$ cat src/rtl/binary_op_if.sv
// Valid/ready transaction bundle for binary_op_unit: operands and opcode in, result and err out.
interface binary_op_if #(
   parameter int WIDTH = 8
);
   logic             in_valid;
   logic             in_ready;
   logic [4:0]       op;
   logic [WIDTH-1:0] a;
   logic [WIDTH-1:0] b;
   logic             out_valid;
   logic             out_ready;
   logic [WIDTH-1:0] result;
   logic             err;

   modport master (
      output in_valid, op, a, b, out_ready,
      input  in_ready, out_valid, result, err
   );

   modport slave (
      input  in_valid, op, a, b, out_ready,
      output in_ready, out_valid, result, err
   );
endinterface

$ cat src/rtl/binary_op_unit.sv
// Registered two-operand operator unit. Single-cycle ops load the output register directly;
// DIV/MOD run a restoring divider on operand magnitudes, one quotient bit per cycle.
module binary_op_unit #(
   parameter int WIDTH  = 8,
   parameter bit SIGNED = 1'b0
) (
   input logic        clk,
   input logic        rst_n,
   binary_op_if.slave bus
);
   localparam int CW = $clog2(WIDTH);
   localparam logic [CW-1:0] CNT_LAST = CW'(WIDTH - 1);

   localparam logic [4:0] OP_AND  = 5'd0;
   localparam logic [4:0] OP_OR   = 5'd1;
   localparam logic [4:0] OP_XOR  = 5'd2;
   localparam logic [4:0] OP_XNOR = 5'd3;
   localparam logic [4:0] OP_SHL  = 5'd4;
   localparam logic [4:0] OP_SHR  = 5'd5;
   localparam logic [4:0] OP_SSHL = 5'd6;
   localparam logic [4:0] OP_SSHR = 5'd7;
   localparam logic [4:0] OP_LAND = 5'd8;
   localparam logic [4:0] OP_LOR  = 5'd9;
   localparam logic [4:0] OP_EQX  = 5'd10;
   localparam logic [4:0] OP_NEX  = 5'd11;
   localparam logic [4:0] OP_LT   = 5'd12;
   localparam logic [4:0] OP_LE   = 5'd13;
   localparam logic [4:0] OP_EQ   = 5'd14;
   localparam logic [4:0] OP_NE   = 5'd15;
   localparam logic [4:0] OP_GE   = 5'd16;
   localparam logic [4:0] OP_GT   = 5'd17;
   localparam logic [4:0] OP_ADD  = 5'd18;
   localparam logic [4:0] OP_SUB  = 5'd19;
   localparam logic [4:0] OP_MUL  = 5'd20;
   localparam logic [4:0] OP_DIV  = 5'd21;
   localparam logic [4:0] OP_MOD  = 5'd22;

   typedef enum logic [0:0] {ST_IDLE = 1'b0, ST_DIV = 1'b1} state_t;

   function automatic logic [WIDTH-1:0] zext(input logic bit_v);
      return {{(WIDTH-1){1'b0}}, bit_v};
   endfunction

   state_t           state_r;
   logic             out_valid_r;
   logic             err_r;
   logic [WIDTH-1:0] result_r;
   logic [WIDTH-1:0] rem_r;
   logic [WIDTH-1:0] quo_r;
   logic [WIDTH-1:0] divisor_r;
   logic [CW-1:0]    cnt_r;
   logic             neg_q_r;
   logic             neg_rem_r;
   logic             is_mod_r;

   logic             accept_s;
   logic             b_zero_s;
   logic             start_div_s;
   logic             lt_s;
   logic             eq_s;
   logic [WIDTH-1:0] asr_s;
   logic [WIDTH-1:0] single_res_s;
   logic             single_err_s;
   logic             sign_a_s;
   logic             sign_b_s;
   logic [WIDTH-1:0] mag_a_s;
   logic [WIDTH-1:0] mag_b_s;
   logic [WIDTH:0]   trial_s;
   logic [WIDTH:0]   diff_s;
   logic             step_ge_s;
   logic [WIDTH-1:0] step_rem_s;
   logic [WIDTH-1:0] step_quo_s;
   logic [WIDTH-1:0] div_res_s;

   assign bus.in_ready  = rst_n & (state_r == ST_IDLE) & (~out_valid_r | bus.out_ready);
   assign bus.out_valid = out_valid_r;
   assign bus.result    = result_r;
   assign bus.err       = err_r;

   assign accept_s    = bus.in_valid & bus.in_ready;
   assign b_zero_s    = (bus.b == {WIDTH{1'b0}});
   assign start_div_s = accept_s & ((bus.op == OP_DIV) | (bus.op == OP_MOD)) & ~b_zero_s;

   // Standalone so the arithmetic shift keeps its signed context.
   assign asr_s = $signed(bus.a) >>> bus.b;
   assign eq_s  = (bus.a == bus.b);

   // Ordering compare, signed or unsigned by parameter.
   always_comb begin
      lt_s = 1'b0;
      if (SIGNED) begin
         lt_s = $signed(bus.a) < $signed(bus.b);
      end else begin
         lt_s = bus.a < bus.b;
      end
   end

   // Result of every opcode that completes in one cycle, including DIV/MOD by zero.
   always_comb begin
      single_res_s = {WIDTH{1'b0}};
      single_err_s = 1'b0;
      case (bus.op)
         OP_AND:          single_res_s = bus.a & bus.b;
         OP_OR:           single_res_s = bus.a | bus.b;
         OP_XOR:          single_res_s = bus.a ^ bus.b;
         OP_XNOR:         single_res_s = ~(bus.a ^ bus.b);
         OP_SHL, OP_SSHL: single_res_s = bus.a << bus.b;
         OP_SHR:          single_res_s = bus.a >> bus.b;
         OP_SSHR:         single_res_s = SIGNED ? asr_s : (bus.a >> bus.b);
         OP_LAND:         single_res_s = zext((|bus.a) & (|bus.b));
         OP_LOR:          single_res_s = zext((|bus.a) | (|bus.b));
         OP_EQX:          single_res_s = zext(bus.a === bus.b);
         OP_NEX:          single_res_s = zext(bus.a !== bus.b);
         OP_LT:           single_res_s = zext(lt_s);
         OP_LE:           single_res_s = zext(lt_s | eq_s);
         OP_EQ:           single_res_s = zext(eq_s);
         OP_NE:           single_res_s = zext(~eq_s);
         OP_GE:           single_res_s = zext(~lt_s);
         OP_GT:           single_res_s = zext(~(lt_s | eq_s));
         OP_ADD:          single_res_s = bus.a + bus.b;
         OP_SUB:          single_res_s = bus.a - bus.b;
         OP_MUL:          single_res_s = bus.a * bus.b;
         OP_DIV: begin
            single_res_s = {WIDTH{1'b1}};
            single_err_s = 1'b1;
         end
         OP_MOD: begin
            single_res_s = bus.a;
            single_err_s = 1'b1;
         end
         default: begin
            single_res_s = {WIDTH{1'b0}};
            single_err_s = 1'b1;
         end
      endcase
   end

   assign sign_a_s = SIGNED & bus.a[WIDTH-1];
   assign sign_b_s = SIGNED & bus.b[WIDTH-1];
   assign mag_a_s  = sign_a_s ? ({WIDTH{1'b0}} - bus.a) : bus.a;
   assign mag_b_s  = sign_b_s ? ({WIDTH{1'b0}} - bus.b) : bus.b;

   // One restoring-division step; the borrow of the trial subtraction decides the quotient bit.
   always_comb begin
      trial_s    = {rem_r, quo_r[WIDTH-1]};
      diff_s     = trial_s - {1'b0, divisor_r};
      step_ge_s  = ~diff_s[WIDTH];
      step_quo_s = {quo_r[WIDTH-2:0], step_ge_s};
      if (step_ge_s) begin
         step_rem_s = diff_s[WIDTH-1:0];
      end else begin
         step_rem_s = trial_s[WIDTH-1:0];
      end
      if (is_mod_r) begin
         div_res_s = neg_rem_r ? ({WIDTH{1'b0}} - step_rem_s) : step_rem_s;
      end else begin
         div_res_s = neg_q_r ? ({WIDTH{1'b0}} - step_quo_s) : step_quo_s;
      end
   end

   // Control FSM, divider datapath and registered outputs.
   always_ff @(posedge clk or negedge rst_n) begin
      if (!rst_n) begin
         state_r     <= ST_IDLE;
         out_valid_r <= 1'b0;
         err_r       <= 1'b0;
         result_r    <= {WIDTH{1'b0}};
         rem_r       <= {WIDTH{1'b0}};
         quo_r       <= {WIDTH{1'b0}};
         divisor_r   <= {WIDTH{1'b0}};
         cnt_r       <= {CW{1'b0}};
         neg_q_r     <= 1'b0;
         neg_rem_r   <= 1'b0;
         is_mod_r    <= 1'b0;
      end else begin
         if (out_valid_r && bus.out_ready) begin
            out_valid_r <= 1'b0;
         end
         case (state_r)
            ST_IDLE: begin
               if (start_div_s) begin
                  state_r   <= ST_DIV;
                  rem_r     <= {WIDTH{1'b0}};
                  quo_r     <= mag_a_s;
                  divisor_r <= mag_b_s;
                  cnt_r     <= {CW{1'b0}};
                  neg_q_r   <= sign_a_s ^ sign_b_s;
                  neg_rem_r <= sign_a_s;
                  is_mod_r  <= (bus.op == OP_MOD);
               end else if (accept_s) begin
                  result_r    <= single_res_s;
                  err_r       <= single_err_s;
                  out_valid_r <= 1'b1;
               end
            end
            ST_DIV: begin
               rem_r <= step_rem_s;
               quo_r <= step_quo_s;
               cnt_r <= cnt_r + CW'(1);
               if (cnt_r == CNT_LAST) begin
                  result_r    <= div_res_s;
                  err_r       <= 1'b0;
                  out_valid_r <= 1'b1;
                  state_r     <= ST_IDLE;
               end
            end
            default: state_r <= ST_IDLE;
         endcase
      end
   end
endmodule

$ cat src/flat_wrapper.sv
// flat-port wrapper written by rule: the top's interface ports become plain ports
module binary_op_unit_flat 
#(
   parameter int WIDTH  = 8,
   parameter bit SIGNED = 1'b0
)
  (clk, rst_n, bus_in_valid, bus_op, bus_a, bus_b, bus_out_ready, bus_in_ready, bus_out_valid, bus_result, bus_err);
  binary_op_if #(.WIDTH(WIDTH)) bus_i ();
  input logic clk;
  input logic rst_n;
  input wire logic [$bits(bus_i.in_valid)-1:0] bus_in_valid;
  input wire logic [$bits(bus_i.op)-1:0] bus_op;
  input wire logic [$bits(bus_i.a)-1:0] bus_a;
  input wire logic [$bits(bus_i.b)-1:0] bus_b;
  input wire logic [$bits(bus_i.out_ready)-1:0] bus_out_ready;
  output wire logic [$bits(bus_i.in_ready)-1:0] bus_in_ready;
  output wire logic [$bits(bus_i.out_valid)-1:0] bus_out_valid;
  output wire logic [$bits(bus_i.result)-1:0] bus_result;
  output wire logic [$bits(bus_i.err)-1:0] bus_err;
  assign bus_i.in_valid = bus_in_valid;
  assign bus_i.op = bus_op;
  assign bus_i.a = bus_a;
  assign bus_i.b = bus_b;
  assign bus_i.out_ready = bus_out_ready;
  assign bus_in_ready = bus_i.in_ready;
  assign bus_out_valid = bus_i.out_valid;
  assign bus_result = bus_i.result;
  assign bus_err = bus_i.err;
  binary_op_unit #(.WIDTH(WIDTH), .SIGNED(SIGNED)) u_core (.clk(clk), .rst_n(rst_n), .bus(bus_i));
endmodule
$ cat config.mk
export PLATFORM = sky130hd
export DESIGN_NAME = binary_op_unit_flat
export DESIGN_NICKNAME = d
export VERILOG_FILES = /design/src/rtl/binary_op_if.sv /design/src/rtl/binary_op_unit.sv /design/src/flat_wrapper.sv
export SDC_FILE = /design/constraint.sdc
export NUM_CORES = 1
export LEC_CHECK = 0
export ABC_AREA = 1
export CORE_MARGIN = 2
export CORE_UTILIZATION = 50
export DETAILED_ROUTE_END_ITERATION = 8
export PLACE_DENSITY = 0.82
export SLEW_MARGIN = 40
export SYNTH_ARGS = -nofsm -noshare
export SYNTH_HDL_FRONTEND = slang
export SYNTH_SLANG_ARGS = --single-unit
$ cat constraint.sdc
create_clock -name clk -period 2.3 [get_ports clk]
set_input_delay 0.345 -clock clk [delete_from_list [all_inputs] [get_ports clk]]
set_output_delay 0.345 -clock clk [all_outputs]
set_load 0.01 [all_outputs]
Word level (Yosys, flattened, before mapping)
Cells that the tools add are included.

Flip-flop bits (word level): 39. Input port bits: 25. Output and inout port bits: 11. Word-level logic and storage cells: 104.

$add $sub $neg: 4. Multipliers: 1. Magnitude comparators: 1. Equality and inequality tests: 30. Shift-type cells: 2. Muxes and demuxes: 26. Bitwise operators: 21. Reduce and logical (&&, ||, !) cells: 10.

Operators by type and width (number): $pmux W8 S21 (1); $mux W8 (7); $pmux W8 S2 (3); $eq A5 B4 Y1 const B (8); $eq A5 B5 Y1 const B (7); $reduce_or A21 Y1 (1); $eq A5 B3 Y1 const B (4); $reduce_or A8 Y1 (2); $eq A5 B2 Y1 const B (2); $mux W1 (10); $sub A9 B8 Y9 (1); $add A8 B8 Y8 (1); $and A8 B8 Y8 (1); $eq A8 B8 Y1 (1); $eqx A8 B8 Y1 (1); $logic_not A8 Y1 (1); $lt A8 B8 Y1 (1); $mul A8 B8 Y8 (1); $nex A8 B8 Y1 (1); $not A8 Y8 (1); $or A8 B8 Y8 (1); $shl A8 B8 Y8 (1); $shr A8 B8 Y8 (1); $sub A8 B8 Y8 (1); other kinds (17) (36).

Longest topological paths before layout
Word-level depth: 8. Mapped depth: 23.

Worst setup path after synthesis
No wires, ideal clock.

Kind: input-to-reg. From: input port bus_b[2]. To: register u_core.result_r[7] (netlist: u_core.bus.result[7]). Setup time: 0.073 ns. Data arrival time: 3.782 ns. Required time: 2.227 ns. Path slack: -1.555 ns. Stages on the path: 18. Cell sequence: clkbuf_1 nand2_1 fa_1 fa_1 inv_1 fa_1 inv_1 fa_1 inv_1 ha_1 a21o_1 a31oi_1 inv_1 nand3_1 nand3_1 nand2_1 nand2_1 a21oi_2.

Longest elaborated chain between the ends: 5.

RTL lines: start: declaration (line flat_wrapper.sv:14) `input wire logic [$bits(bus_i.b)-1:0] bus_b;`; $mul A8 B8 Y8 (tied with other cells) (line binary_op_unit.sv:122) `OP_MUL: single_res_s = bus.a * bus.b;`; $pmux W8 S21 or $not A1 Y1 (tied branches) (line binary_op_unit.sv:102, binary_op_unit.sv:82); $mux W8 or $and A1 B1 Y1 (tied branches) (line binary_op_unit.sv:190, binary_op_unit.sv:82); $mux W8 or $ne A2 B2 Y1 (tied branches); $pmux W8 S2 or $reduce_and A3 Y1 (tied branches); end signal: assignment (line binary_op_unit.sv:167) `result_r <= {WIDTH{1'b0}};`; end signal: assignment (line binary_op_unit.sv:191) `result_r <= single_res_s;`; end signal: assignment (line binary_op_unit.sv:201) `result_r <= div_res_s;`; end: declaration (line binary_op_unit.sv:47) `logic [WIDTH-1:0] result_r;`.

Several ways; a longest one is shown, not always the timed one. The select of a mux whose other input is x is not followed. A chain may end at the register's enable or synchronous reset.

Worst setup path after layout
From: input port bus_b[2]. To: register u_core.result_r[5] (netlist: u_core.bus.result[5]).

The elaborated chain is that of the path after synthesis.

==> out/results.ini <==
[status]
status=finished with violations
violations=negative setup slack

[die]
die_h_um=107.0
rows=37
dieArea_um2=11440
io_pins=36
die_w_um=107.0
coreArea_um2=10320
start_util_pct=51.35

[sta]
finalHoldViolCount=0
rsz0062_at_grt=yes
slew_headroom_pct=66.82
period_share_pct=147.5
finalWorstSetupSlack_ps=-1092
finalMaxSlewViolations=0
finClkSkew_ps=11.53
post-route-min-period_ps=3392
fmax_mhz=294.9
max_slew.worst_pin.slew_ps=497.8
setup_viol=7

[pwr]
ir_worst_vdd_mv=0.9392
pwr-share-comb_pct=72.4
seqPwrFrac_pct=18.3
power_switching_mw=2.781
internal_power_mw=3.374
sw_frac_of_total_pct=45.18
leakage_nw=4.086
power_density_nw_per_um2=804.0
clockPowerShare_pct=9.3

[clock_network]
path_clk_slew_ps=80
cts_buffers=5
cts_tree=yes
clock-sinks=39
ctsHoldBuffers=0
htreeDepth=2
clk_path_buf_depth=2
root_buffer=clkbuf_8
clk_latency_ps=300

[setup_path]
r2r_start=u_core.quo_r[7]
required_ps=2490
crit_type=input pin to flop
startpoint=bus_b[2]
critPathMaxFanout=5
critPathCaptureType=flop
critical_path_arrival_ps=3580
startpoint_type=input pin

[layout]
final_cells=1177
register_area_um2=975.9
drive_gt1_share_pct=27.76
fin_nets=1130
stdcell_area_um2=7655
fin_util_pct=74.15
syn_to_final_growth_pct=44.39
multi_input_area_um2=4026
fill_cells=792
diodes=0

[global_route]
grt_pass1_vias=6331
globalRoute.totalOverflow=0
grt_max_degree=40
grt_usage_pct=34.21
antenna_found_initial=0
grt_pass1_wl_um=30660

[route]
wl_per_cell_um=17.09
viasPerCell=5.569
drt_iter0_drc=576
drc=0
postRouteAntennaNets=0
wirelength_um=20120
vias=6555
dr.pass1.iters=6

[synthesis]
synth_flop_cell=dfrtp_1
yosysWarnings=0
synth-edff-count=0
ys_types=42
async_reset_ff_share_pct=100.0
syn_avg_cell_area_um2=6.281
synthesis.area_um2=5301
ys_ff_latch=39
ys_seq_area_share_pct=18.41
syn-num-nets=934
netlist_instances=844

[run]
cap_violations=0

[place]
dp_hpwl_um=14910
io_buffer_count=35
placed_cell_area_um2=7044
numPlacedInstances=1153
place.gp.congestion=1.021

[hold_path]
hold_class=input pin to async pin

flip-flops by register name, summed over array words and instances (netlist names):
signal and flops:
u_core.bus.err 1, u_core.bus.out_valid 1, u_core.bus.result 8, u_core.cnt_r 3, u_core.divisor_r 8, u_core.is_mod_r 1
u_core.quo_r 8, u_core.rem_r 8, u_core.state_r 1
per-stage QoR:
step | setup TNS, ps | setup slack, ps | hold WS [ps] | power (mW)
3_3_place_gp | -21050 | -1881 | 466.4 | 4.691
5_1_grt | -5801 | -1231 | 208.7 | 6.581
4_1_cts | -4347 | -1050 | 172.9 | 5.671
3_5_place_dp | -23170 | -1940 | 471.6 | 4.785
6_report | -4589 | -1092 | 171.7 | 6.155
2_1_floorplan | -4548 | -1189 | 49.41 | 3.140
timing repair:
item	4_1_cts	5_1_grt
setup endpoints to repair	33	15
resized for setup	117	37
pin swaps	31	39
gates cloned	0	1
buffers inserted	11	5
endpoints found under the hold margin	0	0
critical path: stages:
cell,delay (ps)
buf_12,100
ha_4,130
inv_2,40
fa_2,370
inv_2,70
fa_1,450
ha_4,290
inv_2,30
fa_1,490
inv_2,50
ha_4,220
or2_4,230
nand3_2,80
o21ai_2,70
nor2_2,130
nand3_1,70
nor2_1,100
nand4_1,90
nand2_1,80
nand2_1,50
nand2_1,50
nand2_1,50
cells in the mapped netlist, types with 2 or more instances:
library cell / n / share of area [%]
a211oi_1: 2 / 0.28
a21oi_1: 32 / 3.0
a21oi_2: 2 / 0.33
a22o_1: 2 / 0.33
a31oi_1: 3 / 0.35
buf_2: 5 / 0.47
clkbuf_1: 18 / 1.3
dfrtp_1: 39 / 18
fa_1: 15 / 5.7
ha_1: 50 / 12
inv_1: 139 / 9.8
inv_2: 3 / 0.21
nand2_1: 251 / 18
nand2_4: 2 / 0.42
nand3_1: 68 / 6.4
nand4_1: 22 / 2.6
nor2_1: 58 / 4.1
nor2_2: 4 / 0.47
nor2_4: 4 / 0.85
nor3_1: 5 / 0.47
nor4_1: 4 / 0.47
o211ai_1: 12 / 1.7
o21ai_0: 55 / 5.2
o21ai_1: 3 / 0.28
o21ai_4: 2 / 0.61
o21bai_1: 3 / 0.42
o221ai_1: 8 / 1.3
o22ai_1: 7 / 0.83
or2_1: 2 / 0.24
or2_2: 2 / 0.24
xnor2_1: 7 / 1.2
xor2_1: 5 / 0.83
cell families after synthesis:
| group | share of synthesized area, % |
|---|---|
| AO/OA/AOI/OAI | 15.41 |
| flip-flops | 18.41 |
| adder cells (fa/ha/maj) | 17.47 |
| AND/OR/NAND/NOR | 34.39 |
| XOR/XNOR | 1.983 |
| buffers and inverters | 12.34 |
area by class of cell:
cell class	instances	area share, %
multi-input cells	636	52.60
repair buffers	214	23.83
flip-flops and latches	39	12.75
inverters	144	7.127
well taps	136	2.223
clock buffers	5	0.8990
clock inverters	3	0.5721
layer usage:
| metal | global-route usage [%] | routed length [um] | vias up |
|---|---|---|---|
| li1 | - | - | 3123 |
| met1 | 41.53 | 7574 | 3013 |
| met2 | 60.19 | 9906 | 342 |
| met3 | 2.675 | 1594 | 77 |
| met4 | 18.27 | 1043 | 0 |
| met5 | 0 | 0 | - |
power groups by stage:
stage	combinational (mW)	sequential [mW]	clock, mW
global placement	3.57	1.12	0
floorplan	2.02	1.12	0
finish	4.45	1.13	0.573
global route	4.83	1.15	0.602
detailed placement	3.66	1.13	0
CTS	3.98	1.12	0.573
path summary, 6_finish.rpt:
check,to,slack (ps),cells past startpoint
min,u_core.bus.result[6],170,2
min in group clk,u_core.cnt_r[0],480,1
max in group asynchronous,u_core.quo_r[6],1790,2
min reg2reg,u_core.cnt_r[0],480,1
max reg2reg,u_core.bus.result[4],-100,18
max,u_core.bus.result[5],-1090,22
cell usage in the layout (no fill, tap or decap), drive strengths merged, types with 3 or more instances in the layout:
cell           instances
ha                    50
o21bai                 3
fa                    15
o21ai                 60
a21oi                 34
o22ai                  7
o221ai                 8
nand2                253
nor4                   4
clkdlybuf4s50         20
nor2                  66
a31oi                  3
o211ai                12
nand3                 69
nand4                 22
or2                    4
clkbuf                 7
buf                  188
xnor2                  7
dfrtp                 39
nor3                   5
inv                  143
clkinv                 3
xor2                   5
Note: power is estimated with default switching activity, not from simulation.
